===== src/rtl/branch_pkg.sv =====
// rtl/branch_pkg.sv - shared constants and types for the branch resolution controller
// Purpose: condition encodings, flag bit positions within {v,c,n,z}, FSM state enum.
// Ports: none (package).
package branch_pkg;

    // Flag bit positions in the condition-code word {v,c,n,z}
    localparam int FLAG_Z = 0;
    localparam int FLAG_N = 1;
    localparam int FLAG_C = 2;
    localparam int FLAG_V = 3;

    // Condition encodings; bit 3 inverts the sense of bits [2:0]
    localparam logic [3:0] COND_AL = 4'b0000;
    localparam logic [3:0] COND_NV = 4'b1000;
    localparam logic [3:0] COND_CC = 4'b0001;
    localparam logic [3:0] COND_CS = 4'b1001;
    localparam logic [3:0] COND_VC = 4'b0010;
    localparam logic [3:0] COND_VS = 4'b1010;
    localparam logic [3:0] COND_EQ = 4'b0011;
    localparam logic [3:0] COND_NE = 4'b1011;
    localparam logic [3:0] COND_GE = 4'b0100;
    localparam logic [3:0] COND_LT = 4'b1100;
    localparam logic [3:0] COND_GT = 4'b0101;
    localparam logic [3:0] COND_LE = 4'b1101;
    localparam logic [3:0] COND_PL = 4'b0110;
    localparam logic [3:0] COND_MI = 4'b1110;

    typedef enum logic [1:0] {
        IDLE  = 2'd0,
        WAIT  = 2'd1,
        FLUSH = 2'd2
    } br_state_t;

endpackage


===== src/rtl/branch_ctrl_if.sv =====
// rtl/branch_ctrl_if.sv - decode-to-branch-controller request handshake
// Purpose: groups the conditional-branch request channel from decode.
// Signals: br_valid/br_cond/br_target driven by decode (master),
//          br_ready returned by the branch controller (slave).
interface branch_ctrl_if #(
    parameter int ADDR_W = 16
) ();
    logic              br_valid;
    logic [3:0]        br_cond;
    logic [ADDR_W-1:0] br_target;
    logic              br_ready;

    modport master (
        output br_valid,
        output br_cond,
        output br_target,
        input  br_ready
    );

    modport slave (
        input  br_valid,
        input  br_cond,
        input  br_target,
        output br_ready
    );
endinterface


===== src/rtl/checkcc.sv =====
// rtl/checkcc.sv - condition-code evaluator
// Purpose: decides whether a 4-bit branch condition holds for a given flag word.
// Ports: cond   - condition encoding
//        flags  - {v,c,n,z}
//        taken  - 1 when the condition holds (x111 never holds)
module checkcc
    import branch_pkg::*;
(
    input  logic [3:0] cond,
    input  logic [3:0] flags,
    output logic       taken
);
    logic z;
    logic n;
    logic c;
    logic v;

    assign z = flags[FLAG_Z];
    assign n = flags[FLAG_N];
    assign c = flags[FLAG_C];
    assign v = flags[FLAG_V];

    always_comb begin
        taken = 1'b0;
        case (cond)
            COND_AL: taken = 1'b1;
            COND_NV: taken = 1'b0;
            COND_CC: taken = ~c;
            COND_CS: taken = c;
            COND_VC: taken = ~v;
            COND_VS: taken = v;
            COND_EQ: taken = z;
            COND_NE: taken = ~z;
            COND_GE: taken = (n == v);
            COND_LT: taken = (n != v);
            COND_GT: taken = ~z & (n == v);
            COND_LE: taken = z | (n != v);
            COND_PL: taken = ~n;
            COND_MI: taken = n;
            default: taken = 1'b0;
        endcase
    end
endmodule


===== src/rtl/branch_ctrl.sv =====
// rtl/branch_ctrl.sv - branch resolution controller (flags, hazard stall, redirect, flush)
// Purpose: holds the condition-code register, accepts branches from decode, stalls
//          on pending flag writes, resolves via checkcc, drives PC redirect and flush,
//          and keeps saturating branch statistics.
// Optional: BRANCH_CC_FORWARD_EN - evaluate on cc_in during a cc_we cycle and do not
//           stall when flag_pending and cc_we coincide.
// Ports: clk, rst (sync, active-high)
//        cc_we, cc_in[3:0], flag_pending  - execute-stage flag interface
//        br (branch_ctrl_if.slave)        - br_valid/br_cond/br_target/br_ready
//        stall, flush                     - pipeline control
//        pc_load, pc_target               - PC redirect strobe and address
//        cc_out                           - current condition codes
//        br_total, br_taken               - saturating statistics
module branch_ctrl
    import branch_pkg::*;
#(
    parameter int ADDR_W       = 16,
    parameter int FLUSH_CYCLES = 2,
    parameter int CNT_W        = 16
) (
    input  logic              clk,
    input  logic              rst,
    input  logic              cc_we,
    input  logic [3:0]        cc_in,
    input  logic              flag_pending,
    branch_ctrl_if.slave      br,
    output logic              stall,
    output logic              flush,
    output logic              pc_load,
    output logic [ADDR_W-1:0] pc_target,
    output logic [3:0]        cc_out,
    output logic [CNT_W-1:0]  br_total,
    output logic [CNT_W-1:0]  br_taken
);
    // Counter is loaded with FLUSH_CYCLES-1 so that reaching zero marks the last flush cycle
    localparam logic [3:0] FLUSH_LOAD = 4'(FLUSH_CYCLES - 1);
    localparam logic [CNT_W-1:0] CNT_MAX = '1;

    br_state_t   state;
    br_state_t   state_nxt;
    logic [3:0]  flush_cnt;
    logic [3:0]  flush_cnt_nxt;
    logic [3:0]  cc_reg;
    logic [3:0]  eval_flags;
    logic        pending_eff;
    logic        cond_true;
    logic        accept;
    logic        take;

`ifdef BRANCH_CC_FORWARD_EN
    // Flags being written this cycle are already final, so they resolve the hazard
    assign eval_flags  = cc_we ? cc_in : cc_reg;
    assign pending_eff = flag_pending & ~cc_we;
`else
    assign eval_flags  = cc_reg;
    assign pending_eff = flag_pending;
`endif

    checkcc u_checkcc (
        .cond  (br.br_cond),
        .flags (eval_flags),
        .taken (cond_true)
    );

    always_comb begin
        state_nxt     = state;
        flush_cnt_nxt = flush_cnt;
        br.br_ready   = 1'b0;
        stall         = 1'b0;
        accept        = 1'b0;
        take          = 1'b0;
        case (state)
            IDLE, WAIT: begin
                if (br.br_valid) begin
                    if (pending_eff) begin
                        stall     = 1'b1;
                        state_nxt = WAIT;
                    end else begin
                        br.br_ready = 1'b1;
                        accept      = 1'b1;
                        take        = cond_true;
                        if (cond_true) begin
                            state_nxt     = FLUSH;
                            flush_cnt_nxt = FLUSH_LOAD;
                        end else begin
                            state_nxt = IDLE;
                        end
                    end
                end else begin
                    state_nxt = IDLE;
                end
            end
            FLUSH: begin
                if (flush_cnt == 4'd0) begin
                    state_nxt = IDLE;
                end else begin
                    flush_cnt_nxt = flush_cnt - 4'd1;
                end
            end
            default: state_nxt = IDLE;
        endcase
        // Reset abandons any branch: nothing is accepted or stalled while rst is high
        if (rst) begin
            br.br_ready = 1'b0;
            stall       = 1'b0;
            accept      = 1'b0;
            take        = 1'b0;
        end
    end

    always_ff @(posedge clk) begin
        if (rst) begin
            state     <= IDLE;
            flush_cnt <= 4'd0;
            cc_reg    <= 4'd0;
            pc_load   <= 1'b0;
            pc_target <= '0;
            br_total  <= '0;
            br_taken  <= '0;
        end else begin
            state     <= state_nxt;
            flush_cnt <= flush_cnt_nxt;
            pc_load   <= take;
            if (cc_we) begin
                cc_reg <= cc_in;
            end
            if (take) begin
                pc_target <= br.br_target;
            end
            if (accept && (br_total != CNT_MAX)) begin
                br_total <= br_total + CNT_W'(1);
            end
            if (take && (br_taken != CNT_MAX)) begin
                br_taken <= br_taken + CNT_W'(1);
            end
        end
    end

    assign flush  = (state == FLUSH);
    assign cc_out = cc_reg;
endmodule


===== src/flat_wrapper.sv =====
// flat-port wrapper written by rule: the top's interface ports become plain ports
module branch_ctrl_flat import branch_pkg::*;
#(
    parameter int ADDR_W       = 16,
    parameter int FLUSH_CYCLES = 2,
    parameter int CNT_W        = 16
)
  (clk, rst, cc_we, cc_in, flag_pending, stall, flush, pc_load, pc_target, cc_out, br_total, br_taken, br_br_valid, br_br_cond, br_br_target, br_br_ready);
  branch_ctrl_if #(.ADDR_W(ADDR_W)) br_i ();
  input  logic clk;
  input  logic rst;
  input  logic cc_we;
  input  logic [3:0] cc_in;
  input  logic flag_pending;
  output logic stall;
  output logic flush;
  output logic pc_load;
  output logic [ADDR_W-1:0] pc_target;
  output logic [3:0] cc_out;
  output logic [CNT_W-1:0] br_total;
  output logic [CNT_W-1:0] br_taken;
  input wire logic [$bits(br_i.br_valid)-1:0] br_br_valid;
  input wire logic [$bits(br_i.br_cond)-1:0] br_br_cond;
  input wire logic [$bits(br_i.br_target)-1:0] br_br_target;
  output wire logic [$bits(br_i.br_ready)-1:0] br_br_ready;
  assign br_i.br_valid = br_br_valid;
  assign br_i.br_cond = br_br_cond;
  assign br_i.br_target = br_br_target;
  assign br_br_ready = br_i.br_ready;
  branch_ctrl #(.ADDR_W(ADDR_W), .FLUSH_CYCLES(FLUSH_CYCLES), .CNT_W(CNT_W)) u_core (.clk(clk), .rst(rst), .cc_we(cc_we), .cc_in(cc_in), .flag_pending(flag_pending), .br(br_i), .stall(stall), .flush(flush), .pc_load(pc_load), .pc_target(pc_target), .cc_out(cc_out), .br_total(br_total), .br_taken(br_taken));
endmodule

===== config.mk =====
export PLATFORM = sky130hd
export DESIGN_NAME = branch_ctrl_flat
export DESIGN_NICKNAME = d
export VERILOG_FILES = /design/src/rtl/branch_pkg.sv /design/src/rtl/branch_ctrl_if.sv /design/src/rtl/checkcc.sv /design/src/rtl/branch_ctrl.sv /design/src/flat_wrapper.sv
export SDC_FILE = /design/constraint.sdc
export NUM_CORES = 1
export LEC_CHECK = 0
export CORE_UTILIZATION = 35
export DETAILED_ROUTE_END_ITERATION = 8
export GPL_ROUTABILITY_DRIVEN = 1
export PLACE_DENSITY = 0.6
export SLEW_MARGIN = 10
export SYNTH_ARGS = -nofsm -noshare
export SYNTH_HDL_FRONTEND = slang
export SYNTH_SLANG_ARGS = --single-unit

===== constraint.sdc =====
create_clock -name clk -period 2.91 [get_ports clk]
set_input_delay 0.873 -clock clk [delete_from_list [all_inputs] [get_ports clk]]
set_output_delay 0.873 -clock clk [all_outputs]
set_load 0.01 [all_outputs]

==> flow_metrics.tcl <==
set metrics [dict create \
    path_class "in -> out" \
    worst_setup_path_end_kind "primary output" \
    synth_edf_count 0 \
    ys_ff_latch 59 \
    cts_hold_buf 0 \
    cts_tree "yes" \
    grt_setup_unrepaired "no" \
    finalPower_mw 1.72 \
    multi_input_area_um2 1430 \
    r2r_cells 7 \
    leakage_nw 1.42 \
    fin_crit_ps 2870 \
    place_hpwl_um 4800 \
    ff_latch_area_um2 1180 \
    gr-usage-all-layers 0.179 \
    reg2reg_from "u_core.cc_out[0]" \
    most-common-layout-cells "clkdlybuf4s50_1, dfxtp_1, nand2_1" \
    cts_inserted_buffers 9 \
    vias 2722 \
    cp_data_arrival_time_ps 2000 \
    grt_overflow 0 \
    crit_buf_inv 3 \
    rrSetupSlack_ps 670 \
    port_buffers 84 \
    netlist.top_cell.by_area "dfxtp_1" \
    cts_sinks 59 \
    reg2reg_to "u_core.br_taken[6]" \
    clkTransAtPathRegs_ps 60 \
    die_w_um 90.2 \
    cp.required_ps 2040 \
    final_cell_count_no_fill 530 \
    power_density_nw_per_um2 431 \
    antennaDiodeCount 0 \
    ys_types 48 \
    seq_area_frac_synth 0.434 \
    final_common_cell "clkdlybuf4s50_1" \
    fin_nets 459 \
    yosys_warnings 0 \
    cp-start-kind "input port" \
    post-route-util 0.542 \
    worstHoldEndpoint "u_core.pc_target[3]" \
    ios 85 \
    grt_pass1_wl_um 11800 \
    hold_viol 0 \
    design_area_um2 4000 \
    min_from "u_core.pc_target[3]" \
    ys.flop_type "dfxtp_1" \
    hold-worst-slack_ps 458 \
    finalCritPeriodShare 0.987 \
    synthTopCellsByArea "dfxtp_1, nand2_1, o21ai_0" \
    antenna_found_initial 0 \
    relSlewSlack 0.658 \
    place_congestion 0.772 \
    h-tree-depth 3 \
    clk_latency_ps 330 \
    wl_um 6910 \
    ys_async_sr_fraction 0 \
    maxCapViolCount 0 \
    maxSlewViolCount 0 \
    crit_chain "clkdlybuf4s50_1 > or4b_4 > inv_4 > buf_6" \
    dp.cells 515 \
    cp_max_fo 2 \
    slowest_delay_ps 530 \
    drc 0 \
    setup_slack_ps 37.0 \
    via_per_inst 5.14 \
    start_util 0.369 \
    chipHeight_um 90.2 \
    wl_per_cell_um 13.0 \
    fmax_mhz 348 \
    setup_viol 0 \
    worst_pin_slew_ps 508 \
    critPathSlowestCell "or4b_4" \
    grt_max_degree 40 \
    cts_root_buf "clkbuf_8" \
    status "completed" \
    whs_path_depth 2 \
    cts_buffer_depth 2 \
    grt_pass1_vias 2509 \
    die_area_um2 8130 \
    netlist.area_leader.share 0.434 \
    drive_above_1_share 0.102 \
    syn_area_um2 2720 \
    hp-class "reg -> reg" \
    area_growth_pct 46.8 \
    fin_tns_setup_ps 0 \
    dp_slack_ps -499 \
    dr.pass1.iters 5 \
    n_fill_cell 703 \
    core_region_area_um2 7370 \
    rows 31 \
    initialDrtViolationCount 129 \
    finalClockSkew_ps 7.85 \
    syn-num-nets 360 \
    avgSynthCellArea_um2 8.30 \
    placed_area_um2 3800 \
    syn_inst 328 \
    crit_family "buffers and inverters" \
    ant_nets 0 \
    peakVddDrop_v 0.000249 \
]
[area by class of cell]
cell class,instances,share of cell area
clock buffers,13,0.0423
clock inverters,2,0.00251
inverters,9,0.00908
multi-input cells,241,0.358
flip-flops and latches,59,0.296
well taps,99,0.0310
repair buffers,107,0.262
[synthesized netlist by cell type, drive strengths merged, types with 8 or more instances]
library cell   n
dfxtp         59
nand2         42
nor2          27
o21ai         25
a21oi         20
nand3         16
clkbuf        13
nand4         11
o31ai         10
or4           10
inv            9
xnor2          9
and3           8
[power breakdown]
| group | switching (mW) | total (mW) | internal, mW |
|---|---|---|---|
| registers | 0.0162 | 0.841 | 0.824 |
| logic | 0.0914 | 0.202 | 0.111 |
| clock network | 0.307 | 0.679 | 0.372 |
| total | 0.415 | 1.72 | 1.31 |
[flip-flops by register name, indices dropped and copies added, names as in the netlist]
name              count
u_core.pc_target     16
u_core.br_taken      16
u_core.flush_cnt      4
u_core.cc_out         4
u_core.br_total      16
u_core.pc_load        1
u_core.state          2
[worst register-to-register path, delay by kind of cell (launching register included)]
kind                   cells  cell delay, ps
and+or+nand+nor            1             520
DFF                        1             460
AOI/OAI and AO/OA          4             660
muxes                      1             370
buffers and inverters      1             170
[how the worst max path moves through the flow]
stage                       start                  end  slack (ps)  depth (start not counted)
floorplan           br_br_cond[1]  u_core.br_taken[12]         260                          9
global placement     flag_pending          br_br_ready        -490                          4
detailed placement   flag_pending          br_br_ready        -500                          4
CTS                  flag_pending          br_br_ready        -120                          4
global route         flag_pending          br_br_ready          20                          4
finish               flag_pending          br_br_ready          40                          4
[logic make-up (layout without fill, tap and decap cells)]
logic type,after synthesis,in the layout,synth area share
buffers and inverters,28,131,0.0441
DFF,59,59,0.434
adders and majority gates,3,3,0.0138
muxes,8,8,0.0303
AOI/OAI and AO/OA,75,75,0.170
and+or+nand+nor,143,143,0.269
xor gates and xnor gates,12,12,0.0386
[repair_timing]
item / CTS / global route
setup endpoints to repair: 2 / 17
resized for setup: 5 / 7
pin swaps: 0 / 1
setup buffers: 0 / 0
[routing by layer]
metal	track usage	vias to the layer above	part of all wire
li1	-	1392	-
met5	0	-	0
met3	0.0525	13	0.062
met1	0.229	1238	0.47
met2	0.268	79	0.44
met4	0.0995	0	0.027
Note: power is estimated with default switching activity, not from simulation.
